<file path="src/rtl/regbus_arbiter_pkg.sv">
// Shared constants for the register-bus arbiter: default widths, register map
// and requester port indices.
package regbus_arbiter_pkg;

    localparam int AW_DEF        = 3;
    localparam int DW_DEF        = 8;
    localparam int MAX_BURST_DEF = 4;
    localparam int BURST_CW      = 4;

    localparam logic [AW_DEF-1:0] MEM0   = 3'd0;
    localparam logic [AW_DEF-1:0] MEM1   = 3'd1;
    localparam logic [AW_DEF-1:0] MEM2   = 3'd2;
    localparam logic [AW_DEF-1:0] MEM3   = 3'd3;
    localparam logic [AW_DEF-1:0] IOCTRL = 3'd4;
    localparam logic [AW_DEF-1:0] IOOE   = 3'd5;
    localparam logic [AW_DEF-1:0] UIO_IN = 3'd6;
    localparam logic [AW_DEF-1:0] UI_IN  = 3'd7;

    localparam logic P_I2C   = 1'b0;
    localparam logic P_LOCAL = 1'b1;

    function automatic logic other_port(input logic p);
        return ~p;
    endfunction

endpackage

</file>
<file path="src/rtl/regbus_arbiter_if.sv">
// Bundle of both requester handshakes plus the register-file strobes.
// master = requesters and register file, slave = the arbiter.
interface regbus_arbiter_if #(
    parameter int AW = regbus_arbiter_pkg::AW_DEF,
    parameter int DW = regbus_arbiter_pkg::DW_DEF
);
    logic          req0,   req1;
    logic          lock0,  lock1;
    logic          we0,    we1;
    logic [AW-1:0] addr0,  addr1;
    logic [DW-1:0] wdata0, wdata1;
    logic          gnt0,   gnt1;
    logic          rvalid0, rvalid1;
    logic [DW-1:0] rdata0, rdata1;
    logic          mem_en;
    logic          mem_we;
    logic [AW-1:0] mem_addr;
    logic [DW-1:0] mem_wdata;
    logic [DW-1:0] mem_rdata;

    modport master (
        output req0, req1, lock0, lock1, we0, we1, addr0, addr1, wdata0, wdata1,
        output mem_rdata,
        input  gnt0, gnt1, rvalid0, rvalid1, rdata0, rdata1,
        input  mem_en, mem_we, mem_addr, mem_wdata
    );

    modport slave (
        input  req0, req1, lock0, lock1, we0, we1, addr0, addr1, wdata0, wdata1,
        input  mem_rdata,
        output gnt0, gnt1, rvalid0, rvalid1, rdata0, rdata1,
        output mem_en, mem_we, mem_addr, mem_wdata
    );

endinterface

</file>
<file path="src/rtl/regbus_arbiter_rr_pick2.sv">
// Combinational two-way round-robin picker; the previous owner may keep the
// bus under contention while it locks and its burst count is below the limit.
module rr_pick2 #(
    parameter int MAX_BURST = 4,
    parameter int CW        = 4
) (
    input  logic [1:0]    req_i,
    input  logic [1:0]    lock_i,
    input  logic          last_owner_i,
    input  logic [CW-1:0] burst_cnt_i,
    output logic [1:0]    gnt_o,
    output logic          winner_o,
    output logic          valid_o
);

    localparam logic [CW-1:0] BURST_LIM = CW'(MAX_BURST - 1);

    logic hold;

    always_comb begin
        hold     = lock_i[last_owner_i] && (burst_cnt_i < BURST_LIM);
        valid_o  = |req_i;
        winner_o = 1'b0;
        case (req_i)
            2'b01:   winner_o = 1'b0;
            2'b10:   winner_o = 1'b1;
            2'b11:   winner_o = hold ? last_owner_i : ~last_owner_i;
            default: winner_o = 1'b0;
        endcase
        gnt_o = 2'b00;
        if (valid_o) begin
            gnt_o[winner_o] = 1'b1;
        end
    end

endmodule

</file>
<file path="src/rtl/regbus_arbiter.sv">
// Two-requester arbiter for the shared 8-register file: picks a winner each
// cycle, drives the register-file strobes and returns read data one cycle later.
module regbus_arbiter
    import regbus_arbiter_pkg::*;
#(
    parameter int AW        = AW_DEF,
    parameter int DW        = DW_DEF,
    parameter int MAX_BURST = MAX_BURST_DEF
) (
    input  logic            clk,
    input  logic            rst_n,
    regbus_arbiter_if.slave bus
);

    localparam int             CW        = BURST_CW;
    localparam logic [CW-1:0]  BURST_LIM = CW'(MAX_BURST - 1);

    logic [1:0]    pick_gnt;
    logic          pick_valid;
    logic          winner;
    logic          granted;
    logic          we_win;
    logic          lock_win;
    logic          other_req;
    logic [AW-1:0] addr_win;
    logic [DW-1:0] wdata_win;

    logic          last_owner_q, last_owner_d;
    logic [CW-1:0] burst_cnt_q,  burst_cnt_d;
    logic          rd_pending_q, rd_pending_d;
    logic          rd_owner_q,   rd_owner_d;

    rr_pick2 #(
        .MAX_BURST (MAX_BURST),
        .CW        (CW)
    ) u_pick (
        .req_i        ({bus.req1, bus.req0}),
        .lock_i       ({bus.lock1, bus.lock0}),
        .last_owner_i (last_owner_q),
        .burst_cnt_i  (burst_cnt_q),
        .gnt_o        (pick_gnt),
        .winner_o     (winner),
        .valid_o      (pick_valid)
    );

    // Grants are masked while reset is held so no access leaks out of reset.
    assign granted = pick_valid & rst_n;

    always_comb begin
        we_win       = winner ? bus.we1    : bus.we0;
        lock_win     = winner ? bus.lock1  : bus.lock0;
        addr_win     = winner ? bus.addr1  : bus.addr0;
        wdata_win    = winner ? bus.wdata1 : bus.wdata0;
        other_req    = winner ? bus.req0   : bus.req1;

        last_owner_d = last_owner_q;
        burst_cnt_d  = burst_cnt_q;
        rd_pending_d = 1'b0;
        rd_owner_d   = rd_owner_q;

        if (granted) begin
            last_owner_d = winner;
            // Only contended, locked repeats of the same owner count toward the burst.
            if ((winner == last_owner_q) && other_req && lock_win) begin
                burst_cnt_d = (burst_cnt_q == BURST_LIM) ? burst_cnt_q : burst_cnt_q + CW'(1);
            end else begin
                burst_cnt_d = '0;
            end
            rd_pending_d = ~we_win;
            if (!we_win) begin
                rd_owner_d = winner;
            end
        end
    end

    always_ff @(posedge clk or negedge rst_n) begin
        if (!rst_n) begin
            last_owner_q <= P_LOCAL;
            burst_cnt_q  <= '0;
            rd_pending_q <= 1'b0;
            rd_owner_q   <= P_I2C;
        end else begin
            last_owner_q <= last_owner_d;
            burst_cnt_q  <= burst_cnt_d;
            rd_pending_q <= rd_pending_d;
            rd_owner_q   <= rd_owner_d;
        end
    end

    assign bus.gnt0      = pick_gnt[0] & rst_n;
    assign bus.gnt1      = pick_gnt[1] & rst_n;
    assign bus.mem_en    = granted;
    assign bus.mem_we    = granted & we_win;
    assign bus.mem_addr  = granted ? addr_win  : '0;
    assign bus.mem_wdata = granted ? wdata_win : '0;

    // Read data is steered only to the port that issued the read.
    assign bus.rvalid0 = rd_pending_q & (rd_owner_q == P_I2C);
    assign bus.rvalid1 = rd_pending_q & (rd_owner_q == P_LOCAL);
    assign bus.rdata0  = bus.rvalid0 ? bus.mem_rdata : '0;
    assign bus.rdata1  = bus.rvalid1 ? bus.mem_rdata : '0;

endmodule
</file>
<file path="src/flat_wrapper.sv">
// flat-port wrapper written by rule: the top's interface ports become plain ports
module regbus_arbiter_flat import regbus_arbiter_pkg::*;
#(
    parameter int AW        = AW_DEF,
    parameter int DW        = DW_DEF,
    parameter int MAX_BURST = MAX_BURST_DEF
)
  (clk, rst_n, bus_req0, bus_req1, bus_lock0, bus_lock1, bus_we0, bus_we1, bus_addr0, bus_addr1, bus_wdata0, bus_wdata1, bus_mem_rdata, bus_gnt0, bus_gnt1, bus_rvalid0, bus_rvalid1, bus_rdata0, bus_rdata1, bus_mem_en, bus_mem_we, bus_mem_addr, bus_mem_wdata);
  regbus_arbiter_if #(.AW(AW), .DW(DW)) bus_i ();
  input  logic clk;
  input  logic rst_n;
  input wire logic [$bits(bus_i.req0)-1:0] bus_req0;
  input wire logic [$bits(bus_i.req1)-1:0] bus_req1;
  input wire logic [$bits(bus_i.lock0)-1:0] bus_lock0;
  input wire logic [$bits(bus_i.lock1)-1:0] bus_lock1;
  input wire logic [$bits(bus_i.we0)-1:0] bus_we0;
  input wire logic [$bits(bus_i.we1)-1:0] bus_we1;
  input wire logic [$bits(bus_i.addr0)-1:0] bus_addr0;
  input wire logic [$bits(bus_i.addr1)-1:0] bus_addr1;
  input wire logic [$bits(bus_i.wdata0)-1:0] bus_wdata0;
  input wire logic [$bits(bus_i.wdata1)-1:0] bus_wdata1;
  input wire logic [$bits(bus_i.mem_rdata)-1:0] bus_mem_rdata;
  output wire logic [$bits(bus_i.gnt0)-1:0] bus_gnt0;
  output wire logic [$bits(bus_i.gnt1)-1:0] bus_gnt1;
  output wire logic [$bits(bus_i.rvalid0)-1:0] bus_rvalid0;
  output wire logic [$bits(bus_i.rvalid1)-1:0] bus_rvalid1;
  output wire logic [$bits(bus_i.rdata0)-1:0] bus_rdata0;
  output wire logic [$bits(bus_i.rdata1)-1:0] bus_rdata1;
  output wire logic [$bits(bus_i.mem_en)-1:0] bus_mem_en;
  output wire logic [$bits(bus_i.mem_we)-1:0] bus_mem_we;
  output wire logic [$bits(bus_i.mem_addr)-1:0] bus_mem_addr;
  output wire logic [$bits(bus_i.mem_wdata)-1:0] bus_mem_wdata;
  assign bus_i.req0 = bus_req0;
  assign bus_i.req1 = bus_req1;
  assign bus_i.lock0 = bus_lock0;
  assign bus_i.lock1 = bus_lock1;
  assign bus_i.we0 = bus_we0;
  assign bus_i.we1 = bus_we1;
  assign bus_i.addr0 = bus_addr0;
  assign bus_i.addr1 = bus_addr1;
  assign bus_i.wdata0 = bus_wdata0;
  assign bus_i.wdata1 = bus_wdata1;
  assign bus_i.mem_rdata = bus_mem_rdata;
  assign bus_gnt0 = bus_i.gnt0;
  assign bus_gnt1 = bus_i.gnt1;
  assign bus_rvalid0 = bus_i.rvalid0;
  assign bus_rvalid1 = bus_i.rvalid1;
  assign bus_rdata0 = bus_i.rdata0;
  assign bus_rdata1 = bus_i.rdata1;
  assign bus_mem_en = bus_i.mem_en;
  assign bus_mem_we = bus_i.mem_we;
  assign bus_mem_addr = bus_i.mem_addr;
  assign bus_mem_wdata = bus_i.mem_wdata;
  regbus_arbiter #(.AW(AW), .DW(DW), .MAX_BURST(MAX_BURST)) u_core (.clk(clk), .rst_n(rst_n), .bus(bus_i));
endmodule
</file>
<file path="config.mk">
export PLATFORM = sky130hd
export DESIGN_NAME = regbus_arbiter_flat
export DESIGN_NICKNAME = d
export VERILOG_FILES = /design/src/rtl/regbus_arbiter_pkg.sv /design/src/rtl/regbus_arbiter_if.sv /design/src/rtl/regbus_arbiter_rr_pick2.sv /design/src/rtl/regbus_arbiter.sv /design/src/flat_wrapper.sv
export SDC_FILE = /design/constraint.sdc
export NUM_CORES = 1
export LEC_CHECK = 0
export CAP_MARGIN = 20
export CORE_MARGIN = 5
export CORE_UTILIZATION = 31
export DETAILED_ROUTE_END_ITERATION = 7
export GPL_ROUTABILITY_DRIVEN = 0
export HOLD_SLACK_MARGIN = 0.12
export PLACE_DENSITY = 0.85
export REMOVE_ABC_BUFFERS = 1
export SYNTH_ARGS = -nofsm -noshare
export SYNTH_HDL_FRONTEND = slang
export SYNTH_SLANG_ARGS = --single-unit
</file>
<file path="constraint.sdc">
create_clock -name clk -period 6.38 [get_ports clk]
set_input_delay 1.276 -clock clk [delete_from_list [all_inputs] [get_ports clk]]
set_output_delay 1.276 -clock clk [all_outputs]
set_load 0.02 [all_outputs]
</file>
After elaboration in Yosys (flattened, before gate mapping)
Cells that the tools add are included.
- add/sub/neg operators: 1
- $lt $le $gt $ge: 4
- equality and inequality tests: 5
- multiplexer cells: 19
- bitwise gates (word level): 9
- reduce and logical (&&, ||, !) cells: 7
- operator list (kind ; count):
    8-bit two-way mux ; 4
    1-bit two-way mux ; 8
    4-bit two-way mux ; 2
    1-bit AND ; 6
    3-bit two-way mux ; 2
    4-bit by 1-bit adder with 4-bit output (second input constant) ; 1
    2-bit equality test (second input constant) ; 2
    4-bit by 2-bit equality test with 1-bit output (second input constant) ; 1
    1-bit logical AND ; 4
    1-bit by 2-bit less-than comparator with 1-bit output (second input constant) ; 2
    4-bit by 2-bit less-than comparator with 1-bit output (second input constant) ; 1
    2-bit AND reduction ; 2
    1-bit inverter ; 3
    2-bit two-way mux ; 1
    2-bit != test (second input constant) ; 1
    1-bit case mux with 2 select lines ; 1
    2-bit OR reduction ; 1
    1-bit demux with 1-bit select ; 1
    1-bit equality test ; 1
    1-bit >= comparator (second input constant) ; 1
- flip-flop bits (word level): 7
- bits of input ports: 38
- output and inout bits: 33
- word-level logic and storage cells: 49

Depth between registers and ports, before layout
Gate-level depths: netlist of the first run.
- word-level depth: 11
- depth in mapped cells: 6
- gate-level depth less buffers: 5

Cells and area by module
From an unflattened synthesis of the first run, not the netlist that was laid out.
- cell total of the unflattened synthesis: 102
- area total of the unflattened synthesis: 802.0 um2
- modules (own cells, without submodules) (module ; times used ; cells each ; area an instance (um2) ; seq. area each (um2)):
    regbus_arbiter ; 1 ; 94 ; 743.2 ; 176.4
    rr_pick2 ; 1 ; 8 ; 58.8 ; 0.0

Worst setup path after synthesis of the first run
No wires, ideal clock.
- kind: input to output
- start point: in bus_lock1
- end point: out bus_mem_addr[0]
- data arrival time: 2.643 ns
- data required time: 5.104 ns
- slack: 2.461 ns
- stages on the path: 5
- buffers on the path: 1
- cells stage by stage: or4b_4 -> a32oi_2 -> buf_4 -> nand3_1 -> a21oi_1
- word-level cells in the longest chain between the ends: 7
- RTL lines (element ; line ; text):
    start, declared ; flat_wrapper.sv:15 ; input wire logic [$bits(bus_i.lock1)-1:0] bus_lock1;
    1-bit two-way mux (implied by the code) (2 in a row) ; regbus_arbiter_rr_pick2.sv:21 ; hold = lock_i[last_owner_i] && (burst_cnt_i < BURST_LIM);
    1-bit logical AND ; regbus_arbiter_rr_pick2.sv:21 ;
    1-bit two-way mux ; regbus_arbiter_rr_pick2.sv:27 ; 2'b11: winner_o = hold ? last_owner_i : ~last_owner_i;
    1-bit case mux with 2 select lines ; regbus_arbiter_rr_pick2.sv:24 ; case (req_i)
    3-bit two-way mux ; regbus_arbiter.sv:52 ; addr_win = winner ? bus.addr1 : bus.addr0;
    3-bit two-way mux ; regbus_arbiter.sv:94 ; assign bus.mem_addr = granted ? addr_win : '0;
    end, declared ; flat_wrapper.sv:31 ; output wire logic [$bits(bus_i.mem_addr)-1:0] bus_mem_addr;
Every way passes these cells. The select of a mux whose other input is x is not followed.

Worst setup path in the final report of the first run
- start point: in bus_lock1
- end point: out bus_mem_addr[2]
Same word-level chain as after synthesis.

==> metrics.txt, run 1 <==
status=complete, no violations; CP endpoint kind=output pin; first-pass GRT wire length=roughly 4400 um; final period utilization=79.9%; worst hold path depth=1; ys flop type=dfrtp_1; pre-CTS setup slack=~1.3 ns; clock latency on the worst-skew pair=between 0.2 and 0.3 ns; hold crit path type=reg2reg; Critical Path RT=5.10 ns; IO Port Bufs=70; Tot Pwr=about 200 uW; CTS hold repair buffers=0; # rows=17; Root Driver=clkbuf_4; Starting Density=32.0%; Detailed Route WL=2860 um; number of synthesized flops with an enable pin=0; mapped cell area=701 um2; PD cells=135 nW/um2; CTS sink count=7; final setup fails=0; reg2reg end=u_core.rd_pending_q; CTS Buf Count=3; Crit Path Category=in2out; R2R depth=5; r2r startpoint=u_core.burst_cnt_q[0]; Warnings, synthesis=0; GR Overflow Total=0; slew at the pin with the worst max-slew slack=between 0.6 and 0.7 ns; layout cells sized above 1=5.45%; Tot GR Track Use=around 16%; synth unique cells=25; core outline area=2190 um2; worst path arrival time=roughly 3.8 ns; Resized cells post-CTS=0; dpl hpwl=2340 um; Slew Limit Headroom=56.4%; RSZ-0062 raised after global routing=no; Max IR drop VDD=177 uV; nets=205; number of max-cap violations=0; Mapped Cells=96; Hold WS=0.539 ns; Final WS setup=1.28 ns; Fin Setup TNS=0 ns; Clock transition at path regs=0.05 ns; via count=about 980; DRT Pass-1 Iters=4; Hold EP=u_core.last_owner_q; vias in the first global route=approximately 900; final core occ=between 60% and 70%; Final Hold Fails=0; max frequency=a little under 0.2 GHz; Worst R2R Setup Slack=4.01 ns; Die Width=57.5 um; Startpoint Class=primary input; DR WL/cell=14.8 um; clock skew=0.00271 ns; # DRC=0; Final ANT Viol Nets=0; io pins=71; via/cell ratio=5.05; syn_area_per_cell=7.30 um2; initial drt markers=25; Max Buffers Root-to-Sink=2; leakage=roughly 0.00061 uW; FF+latch count, synth=7; Area Overhead vs Synth=106%; CTS tree=yes; Final min period=about 5 ns; full die area=around 3300 um2; H-tree depth=1; Seq/Total Area, Yosys=between 20% and 30%; largest net degree at the start of global routing=17; CP Max Fanout=13; Die H=57.5 um; # Post-CTS Setup Buffers=0; ANT cells=0; Post-synth ARST share=100%; antenna violations before repair=0; Max Transition Viols Final=0; hold_sp=u_core.last_owner_q
[worst max-delay path by stage]
stage              start                to  slack, ns
5_1_grt        bus_lock1  bus_mem_wdata[7]       1.15
6_report       bus_lock1   bus_mem_addr[2]       1.28
2_1_floorplan   bus_req1   bus_mem_addr[2]       1.99
3_3_place_gp   bus_lock1   bus_mem_addr[2]       1.38
4_1_cts        bus_lock1   bus_mem_addr[2]       1.31
3_5_place_dp   bus_lock1   bus_mem_addr[2]       1.31
[cell type report]
| cell class | count | area, um2 |
|---|---|---|
| inverters | 2 | 7.51 |
| flip-flops and latches | 7 | 176 |
| well taps | 28 | 35.0 |
| repair buffers | 71 | 708 |
| clock buffers | 4 | 26.3 |
| multi-input cells | 81 | 490 |
| fillers | 177 | 747 |
[per-layer routing]
metal	up-vias	wire (um)	GRT usage [%]
li1	492	-	-
met1	431	1120	19.0
met2	48	1450	29.8
met3	4	274	5.43
met4	0	21	2.32
met5	-	0	0
[state kept, by name, indices dropped and copies added, names as in the netlist]
signal and cells:
u_core.rd_pending_q 1, u_core.last_owner_q 1, u_core.rd_owner_q 1, u_core.burst_cnt_q 4
[synth_stat cells, drive strengths merged, types with 2 or more instances]
cell type,count,share of area [%]
inv,2,1.1
a21o,2,2.1
dfrtp,6,21
o21ai,14,10
a21oi,12,8.6
nand2,7,4.1
nor2b,2,1.8
nor2,3,1.6
clkbuf,5,2.7
mux2i,2,2.9
nand3,10,7.1
and3,9,8.0
and2,11,9.8
[critical path, stage by stage]
cell	delay, ns
clkdlybuf4s50_1	0.47
or4b_4	0.47
a32oi_2	0.59
nand2_2	0.19
mux2i_1	0.20
clkdlybuf4s50_1	0.62
[per-stage QoR]
stage          instances  cell area [um2]
6_report             193             1440
2_1_floorplan         90              674
5_1_grt              193             1440
3_3_place_gp         189             1420
3_5_place_dp         189             1420
4_1_cts              193             1440
[placed cells by master, fill, tap and decap left out, types with 2 or more instances in the layout]
master,count
nor2_1,3
a21o_1,2
nor2b_1,2
mux2i_1,2
a21oi_1,12
dfrtp_1,6
nand3_1,10
inv_1,2
nand2_1,6
clkdlybuf4s50_1,70
and2_1,11
o21ai_0,13
and3_1,9
clkbuf_4,3
[logic make-up (layout without fill, tap and decap cells)]
kind of cell,Yosys count,after routing,synth area share [%]
and+or+nand+nor,45,45,36.4
adders and majority gates,1,1,1.79
DFF,7,7,25.2
AOI/OAI and AO/OA,32,32,26.8
muxes,3,3,5.00
buffers and inverters,8,77,4.82
[power by group]
part	leakage, uW	internal [uW]	switching, uW
Clock	0.0000150	23.8	16.0
Combinational	0.000500	54.0	46.1
Sequential	0.0000899	48.6	5.82
No activity file was read; power rests on OpenSTA's default activity.
==> run 2, diff against run 1 <==
--- a/config.mk
+++ b/config.mk
@@ -7,11 +7,11 @@
 export LEC_CHECK = 0
 export CAP_MARGIN = 20
 export CORE_MARGIN = 5
-export CORE_UTILIZATION = 31
+export CORE_UTILIZATION = 29
 export DETAILED_ROUTE_END_ITERATION = 7
 export GPL_ROUTABILITY_DRIVEN = 0
 export HOLD_SLACK_MARGIN = 0.12
-export PLACE_DENSITY = 0.85
+export PLACE_DENSITY = 0.8
 export REMOVE_ABC_BUFFERS = 1
 export SYNTH_ARGS = -nofsm -noshare
 export SYNTH_HDL_FRONTEND = slang
==> constraint.sdc (replaced) <==
create_clock -name clk -period 4.7 [get_ports clk]
set_input_delay 0.94 -clock clk [delete_from_list [all_inputs] [get_ports clk]]
set_output_delay 0.94 -clock clk [all_outputs]
set_load 0.02 [all_outputs]
==> metrics.txt, run 2 (synthesized netlist as in run 1, its figures left out) <==
Final Hold Fails=0; Resized cells post-CTS=0; P_sw=94.4 uW; CP endpoint=bus_mem_addr[2]; via count=968; CTS sink count=7; RSZ-0062 raised after global routing=no; clock skew=0.00686 ns; leading cell types in the layout, fill and taps excluded=clkdlybuf4s50_1 (70), o21ai_0 (13), a21oi_1 (12); Detailed Route WL=2810 um; Crit Path Category=in2out; slew at the pin with the worst max-slew slack=about 0.63 ns; final setup fails=0; Final min period=4.40 ns; Clock transition at path regs=0.05 ns; IO Port Bufs=70; number of max-cap violations=0; Die Width=approximately 59 um; Max IR drop VDD=205 uV; clock latency on the worst-skew pair=~0.27 ns; Setup crit start=bus_lock1; Hold WS=0.538 ns; CP Max Fanout=13; Starting Density=between 30% and 40%; Max Transition Viols Final=0; Sw Ratio=between 30% and 40%; nets=between 200 and 250; Fin Setup TNS=0 ns; antenna violations before repair=0; leakage=0.000610 uW; sequential group share of total power=about 28%; Die H=59.2 um; GR Overflow Total=0; Worst R2R Setup Slack=roughly 2.4 ns; # rows=17; # Post-CTS Setup Buffers=0; largest net degree at the start of global routing=20; multi-input logic area=between 400 and 500 um2; r2r startpoint=u_core.burst_cnt_q[0]; Clk pwr share=21.6%; DR WL/cell=14.5 um; first-pass GRT wire length=4170 um; combinational fraction of design power=50.7%; Final ANT Viol Nets=0; CTS tree=yes; H-tree depth=1; Slew Limit Headroom=58.1%; via/cell ratio=4.99; pre-CTS setup slack=0.294 ns; # DRC=0; ANT cells=0; Int Power=172 uW; Biggest register=u_core.burst_cnt_q; register area=~180 um2; vias in the first global route=883; Critical Path RT=3.76 ns; initial drt markers=13; worst path arrival time=3.46 ns; commonest non-fill, non-tap cell in the layout=clkdlybuf4s50_1; status=complete, no violations; DRT Pass-1 Iters=4; Startpoint Class=primary input; dpl hpwl=2370 um; PD cells=184 nW/um2; final period utilization=between 90 and 100%; CP endpoint kind=output pin; R2R depth=5; Area Overhead vs Synth=107%; Max Buffers Root-to-Sink=2; design area=1450 um2; Layout fillers=212; dpl cell area=1430 um2; Root Driver=clkbuf_4; Final WS setup=a little over 0.3 ns; full die area=between 3000 and 4000 um2; max frequency=0.227 GHz; CTS hold repair buffers=0; hold crit path type=reg2reg; Tot GR Track Use=15.7%; reg2reg end=u_core.rd_pending_q; core outline area=2250 um2; io pins=71; CTS Buf Count=3; layout cells sized above 1=6.02%; max reg flops=4
[run 2: worst min-delay path by stage]
stage	slack, ns	startpoint	cells after the start	endpoint
3_5_place_dp	0.53	u_core.burst_cnt_q[1]	2	u_core.burst_cnt_q[1]
6_report	0.54	u_core.last_owner_q	1	u_core.last_owner_q
2_1_floorplan	0.48	u_core.burst_cnt_q[1]	2	u_core.burst_cnt_q[1]
4_1_cts	0.54	u_core.last_owner_q	1	u_core.last_owner_q
3_3_place_gp	0.50	u_core.burst_cnt_q[1]	2	u_core.burst_cnt_q[1]
5_1_grt	0.55	u_core.last_owner_q	1	u_core.last_owner_q
[run 2: layout make-up]
class	count	area share, %
Clock buffer	4	1.81
Inverter	2	0.517
Tap cell	28	2.41
Multi-Input combinational cell	81	33.8
Timing Repair Buffer	72	49.3
Sequential cell	7	12.2
[run 2: worst max-delay path, stage by stage]
cell	delay [ns]
clkdlybuf4s50_1	0.46
or4b_4	0.47
a32oi_2	0.57
nand2_2	0.19
mux2i_1	0.19
clkdlybuf4s50_1	0.62
[run 2: per-stage QoR]
stage                     util (%)  instances  total power, uW
final                         64.4        194              267
after CTS                     64.4        194              268
after floorplan                  -         90              132
after global placement        63.2        190              208
after detailed placement      63.2        190              210
after global routing          64.4        194              285
[run 2: power groups by stage]
stage                     registers, uW  clock network, uW  logic [uW]
after floorplan                    72.6                  0        59.6
after global placement             74.0                  0         134
after detailed placement           74.5                  0         136
after CTS                          73.5               58.3         136
after global routing               75.4               64.7         145
final                              73.7               57.6         135
[run 2: layer usage]
| layer | vias to the layer above | wire, um | GRT usage, % |
|---|---|---|---|
| met5 | - | 0 | 0 |
| met4 | 0 | 50 | 5.18 |
| met3 | 6 | 220 | 3.70 |
| met2 | 41 | 1430 | 28.5 |
| met1 | 428 | 1110 | 17.9 |
| li1 | 493 | - | - |
